`config.mk`:
```
export PLATFORM = sky130hd
export DESIGN_NAME = guess_tracker_flat
export DESIGN_NICKNAME = d
export VERILOG_FILES = /design/src/rtl/guess_tracker_if.sv /design/src/rtl/guess_tracker.sv /design/src/flat_wrapper.sv
export SDC_FILE = /design/constraint.sdc
export NUM_CORES = 1
export LEC_CHECK = 0
export BUFFER_PORTS_ARGS = -buffer_cell sky130_fd_sc_hd__clkbuf_2
export CAP_MARGIN = 20
export CELL_PAD_IN_SITES_DETAIL_PLACEMENT = 0
export CELL_PAD_IN_SITES_GLOBAL_PLACEMENT = 1
export CORE_ASPECT_RATIO = 0.5
export CORE_MARGIN = 4
export CORE_UTILIZATION = 37
export DETAILED_ROUTE_END_ITERATION = 6
export GPL_ROUTABILITY_DRIVEN = 1
export GPL_TIMING_DRIVEN = 1
export PLACE_DENSITY = 0.8
export SYNTH_ARGS = -nofsm -noshare
export SYNTH_HDL_FRONTEND = slang
export SYNTH_SLANG_ARGS = --single-unit
```
`constraint.sdc`:
```
create_clock -name clk -period 2.1 [get_ports clk]
set_clock_uncertainty 0.15 [all_clocks]
set_input_delay 0.63 -clock clk [delete_from_list [all_inputs] [get_ports clk]]
set_output_delay 0.63 -clock clk [all_outputs]
set_load 0.1 [all_outputs]
```
`src/rtl/guess_tracker_if.sv`:
```
// Bundles the cursor/referee signals of the guess tracker.
// Referee handshake (valid/ack):
//   - guess_valid rises with a new one-hot guess on sing_guess.
//   - guess_valid and sing_guess stay stable until a cycle with guess_ack=1.
//   - hit is sampled in that same cycle.
//   - guess_valid falls on the following edge.
//   - Outside a handshake, guess_ack is ignored.
//   - If guess_valid drops without an ack (phase fall or reset), the guess is cancelled.
interface guess_tracker_if #(
    parameter int N_FIELDS = 4,
    parameter int CNT_W    = 5
);
    localparam int CELLS = 7 * N_FIELDS;

    // cursor / control side
    logic                sel;
    logic                sw;
    logic                phase;
    logic [7:0]          seg;
    logic [N_FIELDS-1:0] an;

    // referee side
    logic                guess_ack;
    logic                hit;

    // tracker results
    logic [CELLS-1:0]    pguess;
    logic [CELLS-1:0]    phits;
    logic [CELLS-1:0]    sing_guess;
    logic                guess_valid;
    logic                dup_err;
    logic [CNT_W-1:0]    guess_count;
    logic                done;
    logic [1:0]          dbg_state;

    modport master (
        output sel, sw, phase, seg, an, guess_ack, hit,
        input  pguess, phits, sing_guess, guess_valid, dup_err,
               guess_count, done, dbg_state
    );

    modport slave (
        input  sel, sw, phase, seg, an, guess_ack, hit,
        output pguess, phits, sing_guess, guess_valid, dup_err,
               guess_count, done, dbg_state
    );
endinterface

```
`src/rtl/guess_tracker.sv`:
```
// Game-phase guess tracker.
// Decodes the active-low cursor (field select + segment) into a cell index.
// Records each confirmed guess and hands it to the referee over valid/ack.
// Accumulates the guessed and hit cell maps and counts accepted guesses.
// Raises done once the guess limit is reached.
module guess_tracker #(
    parameter int N_FIELDS     = 4,
    parameter int MAX_GUESSES  = 20,
    parameter int ALLOW_REPEAT = 0,
    parameter int CNT_W        = 5
) (
    input  logic           clk,
    input  logic           rst,
    guess_tracker_if.slave bus
);
    localparam int CELLS = 7 * N_FIELDS;
    localparam int IDX_W = (CELLS > 1) ? $clog2(CELLS) : 1;
    localparam logic [CNT_W-1:0] MAX_CNT = CNT_W'(MAX_GUESSES);

    localparam logic [1:0] S_IDLE     = 2'd0;
    localparam logic [1:0] S_WAIT_ACK = 2'd1;
    localparam logic [1:0] S_DONE     = 2'd2;

    // ---------------------------------------------------------------
    // Registers
    // ---------------------------------------------------------------
    logic [1:0]       r_state;
    logic             r_sel_q;
    logic             r_phase_q;
    logic [CELLS-1:0] r_pguess;
    logic [CELLS-1:0] r_phits;
    logic [CELLS-1:0] r_sing;
    logic [IDX_W-1:0] r_idx;
    logic             r_valid;
    logic             r_dup;
    logic [CNT_W-1:0] r_count;
    logic             r_done;

    // ---------------------------------------------------------------
    // Combinational signals
    // ---------------------------------------------------------------
    logic [N_FIELDS-1:0] w_an_n;
    logic                w_an_ok;
    logic [6:0]          w_seg_n;
    logic                w_seg_ok;
    logic [2:0]          w_off;
    logic [IDX_W-1:0]    w_base;
    logic [IDX_W-1:0]    w_idx;
    logic [CELLS-1:0]    w_onehot;
    logic                w_cell_ok;
    logic                w_sel_event;
    logic                w_new_game;
    logic                w_try;
    logic                w_is_dup;
    logic                w_issue;
    logic                w_do_ack;
    logic [CNT_W-1:0]    w_count_nxt;
    logic                w_to_done;

    // Work on active-high copies of the active-low cursor.
    assign w_an_n  = ~bus.an;
    assign w_seg_n = ~bus.seg[6:0];

    // Exactly one field may be selected.
    assign w_an_ok = (w_an_n != '0) && ((w_an_n & (w_an_n - N_FIELDS'(1))) == '0);

    // A press counts only on the rising edge of the debounced button.
    assign w_sel_event = bus.sel & ~r_sel_q;

    // A falling phase starts a new game.
    assign w_new_game = r_phase_q & ~bus.phase;

    // Base cell of the selected field (7 cells per field).
    always_comb begin
        w_base = '0;
        for (int f = 0; f < N_FIELDS; f++) begin
            if (w_an_n[f]) begin
                w_base = IDX_W'(7 * f);
            end
        end
    end

    // Map the single lit segment to its cell offset inside the field.
    // The one-hot check is built into the case: any other pattern is rejected.
    always_comb begin
        w_off    = 3'd0;
        w_seg_ok = 1'b1;
        case (w_seg_n)
            7'b0000001: w_off = 3'd1;
            7'b0000010: w_off = 3'd0;
            7'b0000100: w_off = 3'd4;
            7'b0001000: w_off = 3'd3;
            7'b0010000: w_off = 3'd2;
            7'b0100000: w_off = 3'd6;
            7'b1000000: w_off = 3'd5;
            default:    w_seg_ok = 1'b0;
        endcase
    end

    // The decimal point must be dark (seg[7] high) for a valid cell.
    assign w_cell_ok = w_an_ok & w_seg_ok & bus.seg[7];
    assign w_idx     = w_base + IDX_W'(w_off);

    // One-hot image of the decoded cell.
    always_comb begin
        w_onehot        = '0;
        w_onehot[w_idx] = 1'b1;
    end

    // Decide what a press does while idle.
    assign w_try    = (r_state == S_IDLE) && w_sel_event && bus.phase
                      && !bus.sw && w_cell_ok && !w_new_game;
    assign w_is_dup = w_try && r_pguess[w_idx] && (ALLOW_REPEAT == 0);
    assign w_issue  = w_try && !w_is_dup;

    // Referee acceptance.
    // A new game in the same cycle wins over the ack.
    assign w_do_ack    = (r_state == S_WAIT_ACK) && bus.guess_ack && !w_new_game;
    assign w_count_nxt = (r_count < MAX_CNT) ? (r_count + CNT_W'(1)) : r_count;
    assign w_to_done   = w_do_ack && (w_count_nxt == MAX_CNT);

    // ---------------------------------------------------------------
    // Sequential logic
    // ---------------------------------------------------------------

    // Delayed copies of sel and phase for edge detection.
    always_ff @(posedge clk or negedge rst) begin
        if (!rst) begin
            r_sel_q   <= 1'b0;
            r_phase_q <= 1'b0;
        end else begin
            r_sel_q   <= bus.sel;
            r_phase_q <= bus.phase;
        end
    end

    // Control FSM: IDLE -> WAIT_ACK -> IDLE or DONE; phase fall returns to IDLE.
    always_ff @(posedge clk or negedge rst) begin
        if (!rst) begin
            r_state <= S_IDLE;
        end else if (w_new_game) begin
            r_state <= S_IDLE;
        end else begin
            case (r_state)
                S_IDLE: begin
                    if (w_issue) begin
                        r_state <= S_WAIT_ACK;
                    end
                end
                S_WAIT_ACK: begin
                    if (w_do_ack) begin
                        r_state <= w_to_done ? S_DONE : S_IDLE;
                    end
                end
                S_DONE: begin
                    r_state <= S_DONE;
                end
                default: begin
                    r_state <= S_IDLE;
                end
            endcase
        end
    end

    // Issue side.
    // Record the guess, present it one-hot, and hold it until the ack.
    // sing_guess keeps its value after the ack so the display can show it.
    always_ff @(posedge clk or negedge rst) begin
        if (!rst) begin
            r_pguess <= '0;
            r_sing   <= '0;
            r_idx    <= '0;
            r_valid  <= 1'b0;
        end else if (w_new_game) begin
            r_pguess <= '0;
            r_sing   <= '0;
            r_idx    <= '0;
            r_valid  <= 1'b0;
        end else if (w_issue) begin
            r_pguess <= r_pguess | w_onehot;
            r_sing   <= w_onehot;
            r_idx    <= w_idx;
            r_valid  <= 1'b1;
        end else if (w_do_ack) begin
            r_valid  <= 1'b0;
        end
    end

    // Result side: latch hit, count accepted guesses (saturating), flag game over.
    always_ff @(posedge clk or negedge rst) begin
        if (!rst) begin
            r_phits <= '0;
            r_count <= '0;
            r_done  <= 1'b0;
        end else if (w_new_game) begin
            r_phits <= '0;
            r_count <= '0;
            r_done  <= 1'b0;
        end else if (w_do_ack) begin
            if (bus.hit) begin
                r_phits[r_idx] <= 1'b1;
            end
            r_count <= w_count_nxt;
            if (w_to_done) begin
                r_done <= 1'b1;
            end
        end
    end

    // Single-cycle duplicate-guess pulse.
    always_ff @(posedge clk or negedge rst) begin
        if (!rst) begin
            r_dup <= 1'b0;
        end else begin
            r_dup <= w_is_dup;
        end
    end

    // ---------------------------------------------------------------
    // Outputs
    // ---------------------------------------------------------------
    assign bus.pguess      = r_pguess;
    assign bus.phits       = r_phits;
    assign bus.sing_guess  = r_sing;
    assign bus.guess_valid = r_valid;
    assign bus.dup_err     = r_dup;
    assign bus.guess_count = r_count;
    assign bus.done        = r_done;
    assign bus.dbg_state   = r_state;
endmodule

```
`src/flat_wrapper.sv`:
```
// flat-port wrapper written by rule: the top's interface ports become plain ports
module guess_tracker_flat 
#(
    parameter int N_FIELDS     = 4,
    parameter int MAX_GUESSES  = 20,
    parameter int ALLOW_REPEAT = 0,
    parameter int CNT_W        = 5
)
  (clk, rst, bus_sel, bus_sw, bus_phase, bus_seg, bus_an, bus_guess_ack, bus_hit, bus_pguess, bus_phits, bus_sing_guess, bus_guess_valid, bus_dup_err, bus_guess_count, bus_done, bus_dbg_state);
  guess_tracker_if #(.N_FIELDS(N_FIELDS), .CNT_W(CNT_W)) bus_i ();
  input  logic clk;
  input  logic rst;
  input wire logic [$bits(bus_i.sel)-1:0] bus_sel;
  input wire logic [$bits(bus_i.sw)-1:0] bus_sw;
  input wire logic [$bits(bus_i.phase)-1:0] bus_phase;
  input wire logic [$bits(bus_i.seg)-1:0] bus_seg;
  input wire logic [$bits(bus_i.an)-1:0] bus_an;
  input wire logic [$bits(bus_i.guess_ack)-1:0] bus_guess_ack;
  input wire logic [$bits(bus_i.hit)-1:0] bus_hit;
  output wire logic [$bits(bus_i.pguess)-1:0] bus_pguess;
  output wire logic [$bits(bus_i.phits)-1:0] bus_phits;
  output wire logic [$bits(bus_i.sing_guess)-1:0] bus_sing_guess;
  output wire logic [$bits(bus_i.guess_valid)-1:0] bus_guess_valid;
  output wire logic [$bits(bus_i.dup_err)-1:0] bus_dup_err;
  output wire logic [$bits(bus_i.guess_count)-1:0] bus_guess_count;
  output wire logic [$bits(bus_i.done)-1:0] bus_done;
  output wire logic [$bits(bus_i.dbg_state)-1:0] bus_dbg_state;
  assign bus_i.sel = bus_sel;
  assign bus_i.sw = bus_sw;
  assign bus_i.phase = bus_phase;
  assign bus_i.seg = bus_seg;
  assign bus_i.an = bus_an;
  assign bus_i.guess_ack = bus_guess_ack;
  assign bus_i.hit = bus_hit;
  assign bus_pguess = bus_i.pguess;
  assign bus_phits = bus_i.phits;
  assign bus_sing_guess = bus_i.sing_guess;
  assign bus_guess_valid = bus_i.guess_valid;
  assign bus_dup_err = bus_i.dup_err;
  assign bus_guess_count = bus_i.guess_count;
  assign bus_done = bus_i.done;
  assign bus_dbg_state = bus_i.dbg_state;
  guess_tracker #(.N_FIELDS(N_FIELDS), .MAX_GUESSES(MAX_GUESSES), .ALLOW_REPEAT(ALLOW_REPEAT), .CNT_W(CNT_W)) u_core (.clk(clk), .rst(rst), .bus(bus_i));
endmodule
```
==> results of run 1 <==
-- per-layer routing --
| layer | track usage (%) | vias to the layer above | wire (um) |
|---|---|---|---|
| met5 | 0 | - | 0 |
| met4 | 3.12 | 0 | 72 |
| met3 | 3.54 | 10 | 694 |
| met2 | 28.5 | 89 | 6190 |
| met1 | 27.4 | 2084 | 6730 |
| li1 | - | 2008 | - |
-- path summary, 6_finish.rpt --
path / endpoint
worst min-delay path: u_core.bus.phits[4]$_DFFE_PN0P_
min in group clk: u_core.r_sel_q$_DFF_PN0_
worst min register to register: u_core.bus.phits[14]$_DFFE_PN0P_
worst max register to register: u_core.bus.sing_guess[15]$_DFFE_PN0P_
max in group asynchronous: u_core.bus.pguess[2]$_DFFE_PN0P_
worst max-delay path: u_core.bus.sing_guess[15]$_DFFE_PN0P_
-- flip-flops by register name (all words and copies together), names as in the netlist --
signal / cells
u_core.bus.pguess: 28
u_core.bus.phits: 28
u_core.bus.sing_guess: 28
u_core.bus.guess_count: 5
u_core.r_idx: 5
u_core.bus.dbg_state: 2
u_core.bus.done: 1
u_core.bus.dup_err: 1
u_core.bus.guess_valid: 1
u_core.r_phase_q: 1
u_core.r_sel_q: 1
-- worst max-delay path, stage by stage --
cell and delay (ps):
buf_8 110, xor2_2 170, a21oi_2 150, nor3_2 60, ha_2 180, fa_2 560
buf_6 140, mux4_2 320, mux2i_4 190, o32a_1 300, a31oi_4 220, clkbuf_16 220
a22o_1 210
-- what timing repair did --
item | in CTS | in global routing
setup endpoints to repair | 64 | 67
resized for setup | 27 | 29
cloned | 0 | 2
buffers inserted | 8 | 11
pin swaps | 16 | 48
endpoints found under the hold margin | 0 | 0
-- stage by stage --
step                      setup slack [ps]  util, %  cell area [um2]
final                                -1280     58.2             7020
after global routing                 -1360     58.2             7020
after CTS                            -1230     56.1             6760
after global placement               -1670     52.0             6270
after detailed placement             -1730     52.0             6270
after floorplan                      -1380        -             4780
-- cell usage after synthesis, types with 3 or more instances --
cell type	number	area share (%)
nand2b_1	4	0.54
dfrtp_1	101	54
clkbuf_1	8	0.64
nor3b_1	3	0.48
nor3_1	8	0.86
nor2_1	54	4.4
mux4_2	6	2.9
buf_1	4	0.32
a21oi_1	39	4.2
nand3_1	9	0.97
a211oi_1	3	0.48
o21ai_0	6	0.64
xor2_1	6	1.1
a31oi_1	6	0.81
nand3b_1	3	0.48
nand4_1	5	0.67
and3_1	4	0.54
a22o_1	50	9.4
mux2i_1	8	1.7
ha_1	4	1.1
inv_1	6	0.48
buf_4	3	0.48
nor2b_1	3	0.40
buf_2	5	0.54
nor4_4	3	1.4
nand2_1	33	2.7
-- logic make-up (layout without fill, tap and decap cells) --
family | after synthesis | in the layout | share of synthesized area, %
AND/OR/NAND/NOR | 139 | 139 | 15.1
AO/OA/AOI/OAI | 123 | 123 | 19.7
flip-flops | 101 | 101 | 54.3
buffers and inverters | 26 | 259 | 2.47
multiplexers | 17 | 17 | 5.48
XOR/XNOR | 8 | 8 | 1.50
adder cells (fa/ha/maj) | 5 | 5 | 1.50
-- cell usage in the layout (no fill, tap or decap), types with 5 or more instances in the layout --
cell,count
a21oi_1,29
a21oi_2,9
nand2_2,6
mux4_2,6
nor2_1,54
buf_12,7
a31oi_1,6
dfrtp_1,94
buf_4,114
buf_6,9
mux2i_1,7
nand3_1,8
nand4_1,5
clkbuf_16,11
clkbuf_2,101
inv_1,6
nand2_1,27
a22o_1,50
-- layout make-up --
cell class | instances | area (um2) | share of cell area [%]
clock inverters | 7 | 92.6 | 1.32
flip-flops and latches | 101 | 2540 | 36.3
well taps | 165 | 206 | 2.94
inverters | 6 | 22.5 | 0.321
clock buffers | 9 | 225 | 3.21
repair buffers | 237 | 1690 | 24.1
multi-input cells | 292 | 2230 | 31.8
-- power by group --
| group | switching, mW | internal [mW] | leakage (nW) |
|---|---|---|---|
| Combinational | 0.224 | 0.174 | 1.97 |
| Clock | 0.788 | 0.956 | 0.155 |
| Sequential | 0.00111 | 1.95 | 1.39 |
| Total | 1.01 | 3.08 | 3.52 |
==> flow_metrics.env, run 1 <==
export IMPL_die_width_um=167
export IMPL_htree_levels=3
export IMPL_status="complete, but fails checks"
export IMPL_synth_seq_cells=101
export IMPL_portBuffers=112
export IMPL_worstRegToRegCells=8
export IMPL_grt_pass1_wl_um=21700
export IMPL_dp_cells=781
export IMPL_async_reset_ff_share_pct=100
export IMPL_start_kind="primary input"
export IMPL_fin_crit_sh_pct=161
export IMPL_ant_nets=0
export IMPL_max_freq_ghz=0.296
export IMPL_ys_flop_type="dfrtp_1"
export IMPL_num_vias=4191
export IMPL_insertion_delay_ps=340
export IMPL_rows=28
export IMPL_ys_seq_area_share_pct=54.3
export IMPL_r2r_start="u_core.bus.pguess[10]$_DFFE_PN0P_"
export IMPL_worstSetupPathType="in -> reg"
export IMPL_grt_pass1_vias=4114
export IMPL_worst_endpoint_required_ps=2190
export IMPL_antenna_found_initial=0
export IMPL_reg2reg_slack_ps=-210
export IMPL_fin_cells=817
export IMPL_power_density_nw_per_um2=583
export IMPL_core_area_um2=12100
export IMPL_fin_ws_ps=-1280
export IMPL_path_clk_slew_ps=80
export IMPL_max_clock_path_buffers=2
export IMPL_cts_sinks=101
export IMPL_syn_nets=443
export IMPL_start_util_pct=38.7
export IMPL_fin_tns_setup_ps=-77480
export IMPL_synthCells=419
export IMPL_via_per_inst=5.13
export IMPL_ctsHoldBuffers=0
export IMPL_ios=113
export IMPL_area_delta_synth_final_pct=50.6
export IMPL_cts_root_buffer="clkbuf_16"
export IMPL_drt_iter0_markers=261
export IMPL_end_kind="register"
export IMPL_synth_edff_count=0
export IMPL_crit_arrival_ps=3470
export IMPL_cts_tree="yes"
export IMPL_relSlewSlack_pct=61.5
export IMPL_ir_worst_vdd_v=0.000455
export IMPL_setup_viol=64
export IMPL_drc=0
export IMPL_drv_cap=0
export IMPL_avgSynthCellArea_um2=11.1
export IMPL_fin_crit_ps=3380
export IMPL_die_h_um=87.3
export IMPL_die_area_um2=14600
export IMPL_yosys_warnings=0
export IMPL_hold_ws_ps=43.8
export IMPL_dp_hpwl_um=9560
export IMPL_wire_per_inst_um=16.8
export IMPL_p_leak_nw=3.52
export IMPL_final_max_slew_viol_count=0
export IMPL_worst_slew_pin_slew_ps=575
export IMPL_grt_usage_pct=18.4
export IMPL_startpoint="bus_seg[3]"
export IMPL_place_congestion=0.869
export IMPL_crit_fanout=7
export IMPL_dr_pass1_iters=4
export IMPL_grt_max_degree=60
export IMPL_violations="negative setup slack"
export IMPL_nFillCells=1031
export IMPL_grt_overflow=0
export IMPL_syn_area_um2=4660
export IMPL_layout_drive_gt1_share_pct=48.8
export IMPL_fin_nets=671
export IMPL_cts_buffers_inserted=9
export IMPL_hold_path_class="in -> async"
export IMPL_wl_um=13700
export IMPL_hold_viol_final=0
export IMPL_antenna_cells=0
export IMPL_rsz0062_at_grt="true"
export IMPL_synth_distinct_cells=55
export IMPL_p_total_mw=4.09
(Power assumes the default switching activity.)
==> run 2, diff against run 1 <==
--- a/config.mk
+++ b/config.mk
@@ -5,17 +5,18 @@
 export SDC_FILE = /design/constraint.sdc
 export NUM_CORES = 1
 export LEC_CHECK = 0
+export ABC_AREA = 1
 export BUFFER_PORTS_ARGS = -buffer_cell sky130_fd_sc_hd__clkbuf_2
 export CAP_MARGIN = 20
 export CELL_PAD_IN_SITES_DETAIL_PLACEMENT = 0
 export CELL_PAD_IN_SITES_GLOBAL_PLACEMENT = 1
 export CORE_ASPECT_RATIO = 0.5
 export CORE_MARGIN = 4
-export CORE_UTILIZATION = 37
+export CORE_UTILIZATION = 36
 export DETAILED_ROUTE_END_ITERATION = 6
 export GPL_ROUTABILITY_DRIVEN = 1
 export GPL_TIMING_DRIVEN = 1
-export PLACE_DENSITY = 0.8
+export PLACE_DENSITY = 0.82
 export SYNTH_ARGS = -nofsm -noshare
 export SYNTH_HDL_FRONTEND = slang
 export SYNTH_SLANG_ARGS = --single-unit
==> run 2 against run 1 <==
Compared with the run above: combinational power grew 59%; highest routed layer unchanged; final cell count rose by 25%; setup slack better by 410 ps; critical endpoint is now u_core.bus.pguess[23]$_DFFE_PN0P_; non-clock buffer count shrank 56; the run still ends with negative setup slack left; critical path type unchanged; register-to-register slack better by 320 ps.
==> flow_metrics.env, run 2 <==
export IMPL_start_kind="primary input"
export IMPL_synth_edff_count=0
export IMPL_dp_slack_ps=-1330
export IMPL_p_total_mw=4.41
export IMPL_yosys_top_cells_count="nand2_1, dfrtp_1, nand3_1"
export IMPL_dr_pass1_iters=4
export IMPL_synth_fa_ha_area_share_pct=1.36
export IMPL_worstSetupPathType="in -> reg"
export IMPL_design_area_um2=7220
export IMPL_layout_commonest_cell="nand2_1"
export IMPL_nFillCells=1351
export IMPL_cts_tree="yes"
export IMPL_core_area_um2=13800
export IMPL_hold_path_class="in -> async"
export IMPL_relSlewSlack_pct=62.2
export IMPL_setup_viol=64
export IMPL_yosysTopAreaCell="dfrtp_1"
export IMPL_synth_simple_gate_area_share_pct=35.6
export IMPL_insertion_delay_ps=350
export IMPL_synth_top_area_share_pct=49.2
export IMPL_p_leak_nw=3.94
export IMPL_fin_crit_sh_pct=142
export IMPL_synth_xor_area_share_pct=0.511
export IMPL_cts_sinks=101
export IMPL_drv_cap=0
export IMPL_max_freq_ghz=0.336
export IMPL_antenna_found_initial=0
export IMPL_hold_viol_final=0
export IMPL_grt_usage_pct=19.1
export IMPL_cts_buffers_inserted=9
export IMPL_avgSynthCellArea_um2=7.73
export IMPL_status="complete, but fails checks"
export IMPL_ys_flop_type="dfrtp_1"
export IMPL_syn_area_um2=5140
export IMPL_post_dp_cell_area_um2=6510
export IMPL_drc=0
export IMPL_num_vias=5103
export IMPL_max_clock_path_buffers=2
export IMPL_grt_overflow=0
export IMPL_synthCells=665
export IMPL_grt_pass1_wl_um=25400
export IMPL_grt_max_degree=61
export IMPL_htree_levels=3
export IMPL_netlist_top_cells_area="dfrtp_1, nand2_1, nand3_1, nand4_1, nor2_1"
export IMPL_grt_pass1_vias=4980
export IMPL_rows=30
export IMPL_via_per_inst=5.01
export IMPL_fin_tns_setup_ps=-52830
export IMPL_r2r_start="u_core.bus.dbg_state[0]$_DFFE_PN0P_"
export IMPL_ys_seq_area_share_pct=49.2
export IMPL_ios=113
export IMPL_path_clk_slew_ps=70
export IMPL_max_stage_delay_ps=610
export IMPL_antenna_cells=0
export IMPL_worst_endpoint_required_ps=2180
export IMPL_fin_crit_ps=2980
export IMPL_rsz0062_at_grt="true"
export IMPL_r2r_end="u_core.bus.sing_guess[13]$_DFFE_PN0P_"
export IMPL_synth_most_common_cell="nand2_1"
export IMPL_die_h_um=92.5
export IMPL_async_reset_ff_share_pct=100
export IMPL_ant_nets=0
export IMPL_crit_arrival_ps=3050
export IMPL_fin_nets=846
export IMPL_crit_fanout=8
export IMPL_end_kind="register"
export IMPL_ir_worst_vdd_v=0.000389
export IMPL_synthMuxAreaShare_pct=0
export IMPL_start_util_pct=37.3
export IMPL_synth_compound_area_share_pct=5.23
export IMPL_area_delta_synth_final_pct=40.5
export IMPL_wl_um=15300
export IMPL_reg2reg_slack_ps=110
export IMPL_wire_per_inst_um=15.0
export IMPL_worst_slew_pin_slew_ps=569
export IMPL_yosys_warnings=0
export IMPL_syn_nets=689
export IMPL_dp_hpwl_um=10900
export IMPL_cts_root_buffer="clkbuf_16"
export IMPL_critical_path_cell_chain="clkbuf_16, inv_1, nor2_2, nand3_4, nand3_2, ha_4, fa_2, buf_6, nor2_4, nand2_1, nand3_2, nor2_1, nand3_1, nand2_2, nor2_4, buf_4, buf_4, nand4_1, nand2_1"
export IMPL_layout_drive_gt1_share_pct=33.9
export IMPL_final_cell_mix="nand2_1, dfrtp_1, clkbuf_2"
export IMPL_fin_ws_ps=-877
export IMPL_crit_slowest_cell="fa_2"
export IMPL_portBuffers=112
export IMPL_path_delay_family="simple AND/OR/NAND/NOR gates"
export IMPL_fin_util_pct=52.4
export IMPL_synth_top_family_by_area="simple AND/OR/NAND/NOR gates"
export IMPL_place_congestion=0.828
export IMPL_power_density_nw_per_um2=610
export IMPL_synth_seq_cells=101
export IMPL_final_max_slew_viol_count=0
export IMPL_drt_iter0_markers=332
export IMPL_worstRegToRegCells=9
export IMPL_synth_distinct_cells=30
export IMPL_die_width_um=177
export IMPL_violations="negative setup slack"
export IMPL_path_buf_inv=5
export IMPL_die_area_um2=16400
[run 2: cell types whose count changed after synthesis, moves of 5 or more]
cell     previous run  this run
mux4_2              6         0
nor2_1             54        67
a22o_1             50         0
inv_1               6        53
mux2i_1             8         0
inv_2               0         5
a21oi_1            39        32
nand2_1            33       193
nand4_1             5        49
nand3_1             9        85
[run 2: kinds of logic after synthesis]
logic type / Yosys count
simple gates: 413
flops: 101
buf+inv: 94
compound gates: 49
fa+ha+maj: 5
xor+xnor: 3
[run 2: worst max path at each step]
| stage | startpoint | to | depth (start not counted) |
|---|---|---|---|
| 6_report | bus_seg[2] | u_core.bus.pguess[23]$_DFFE_PN0P_ | 19 |
| 5_1_grt | bus_seg[4] | u_core.bus.sing_guess[9]$_DFFE_PN0P_ | 19 |
| 4_1_cts | bus_seg[2] | u_core.bus.sing_guess[15]$_DFFE_PN0P_ | 18 |
| 3_5_place_dp | bus_seg[0] | u_core.bus.sing_guess[5]$_DFFE_PN0P_ | 19 |
| 3_3_place_gp | bus_seg[0] | u_core.bus.sing_guess[7]$_DFFE_PN0P_ | 18 |
| 2_1_floorplan | bus_seg[6] | u_core.bus.sing_guess[14]$_DFFE_PN0P_ | 19 |
[run 2: report_power, final]
part	total (mW)	internal (mW)	switching (mW)	leakage, nW
registers	1.98	1.96	0.0181	1.39
logic	0.631	0.200	0.431	2.39
clock network	1.80	1.05	0.750	0.153
[run 2: area by class of cell]
| class | instances | area [um2] | area share, % |
|---|---|---|---|
| Clock buffer | 10 | 229 | 3.17 |
| Tap cell | 192 | 240 | 3.33 |
| Clock inverter | 5 | 82.6 | 1.14 |
| Inverter | 59 | 221 | 3.07 |
| Sequential cell | 101 | 2530 | 35.1 |
| Timing Repair Buffer | 181 | 1370 | 19.0 |
| Multi-Input combinational cell | 470 | 2540 | 35.2 |
[run 2: timing repair]
item,CTS,global route
buffers inserted,7,1
cloned,2,0
resized for setup,55,8
pin swaps,17,12
hold buffers,0,0
setup endpoints to repair,64,64
[run 2: metal layers]
| layer | share of wire, % | track usage, % | vias up | wire length, um |
|---|---|---|---|---|
| li1 | - | - | 2506 | - |
| met1 | 47 | 26.0 | 2474 | 7180 |
| met2 | 47 | 31.1 | 107 | 7240 |
| met3 | 4.4 | 3.96 | 16 | 670 |
| met4 | 1.3 | 5.21 | 0 | 201 |
| met5 | 0 | 0 | - | 0 |
[run 2: per-stage QoR]
stage | std cells | hold WS [ps]
after floorplan | 665 | 184
after global placement | 993 | 324
after detailed placement | 993 | 335
after CTS | 1017 | 120
after global routing | 1018 | 132
final | 1018 | 108
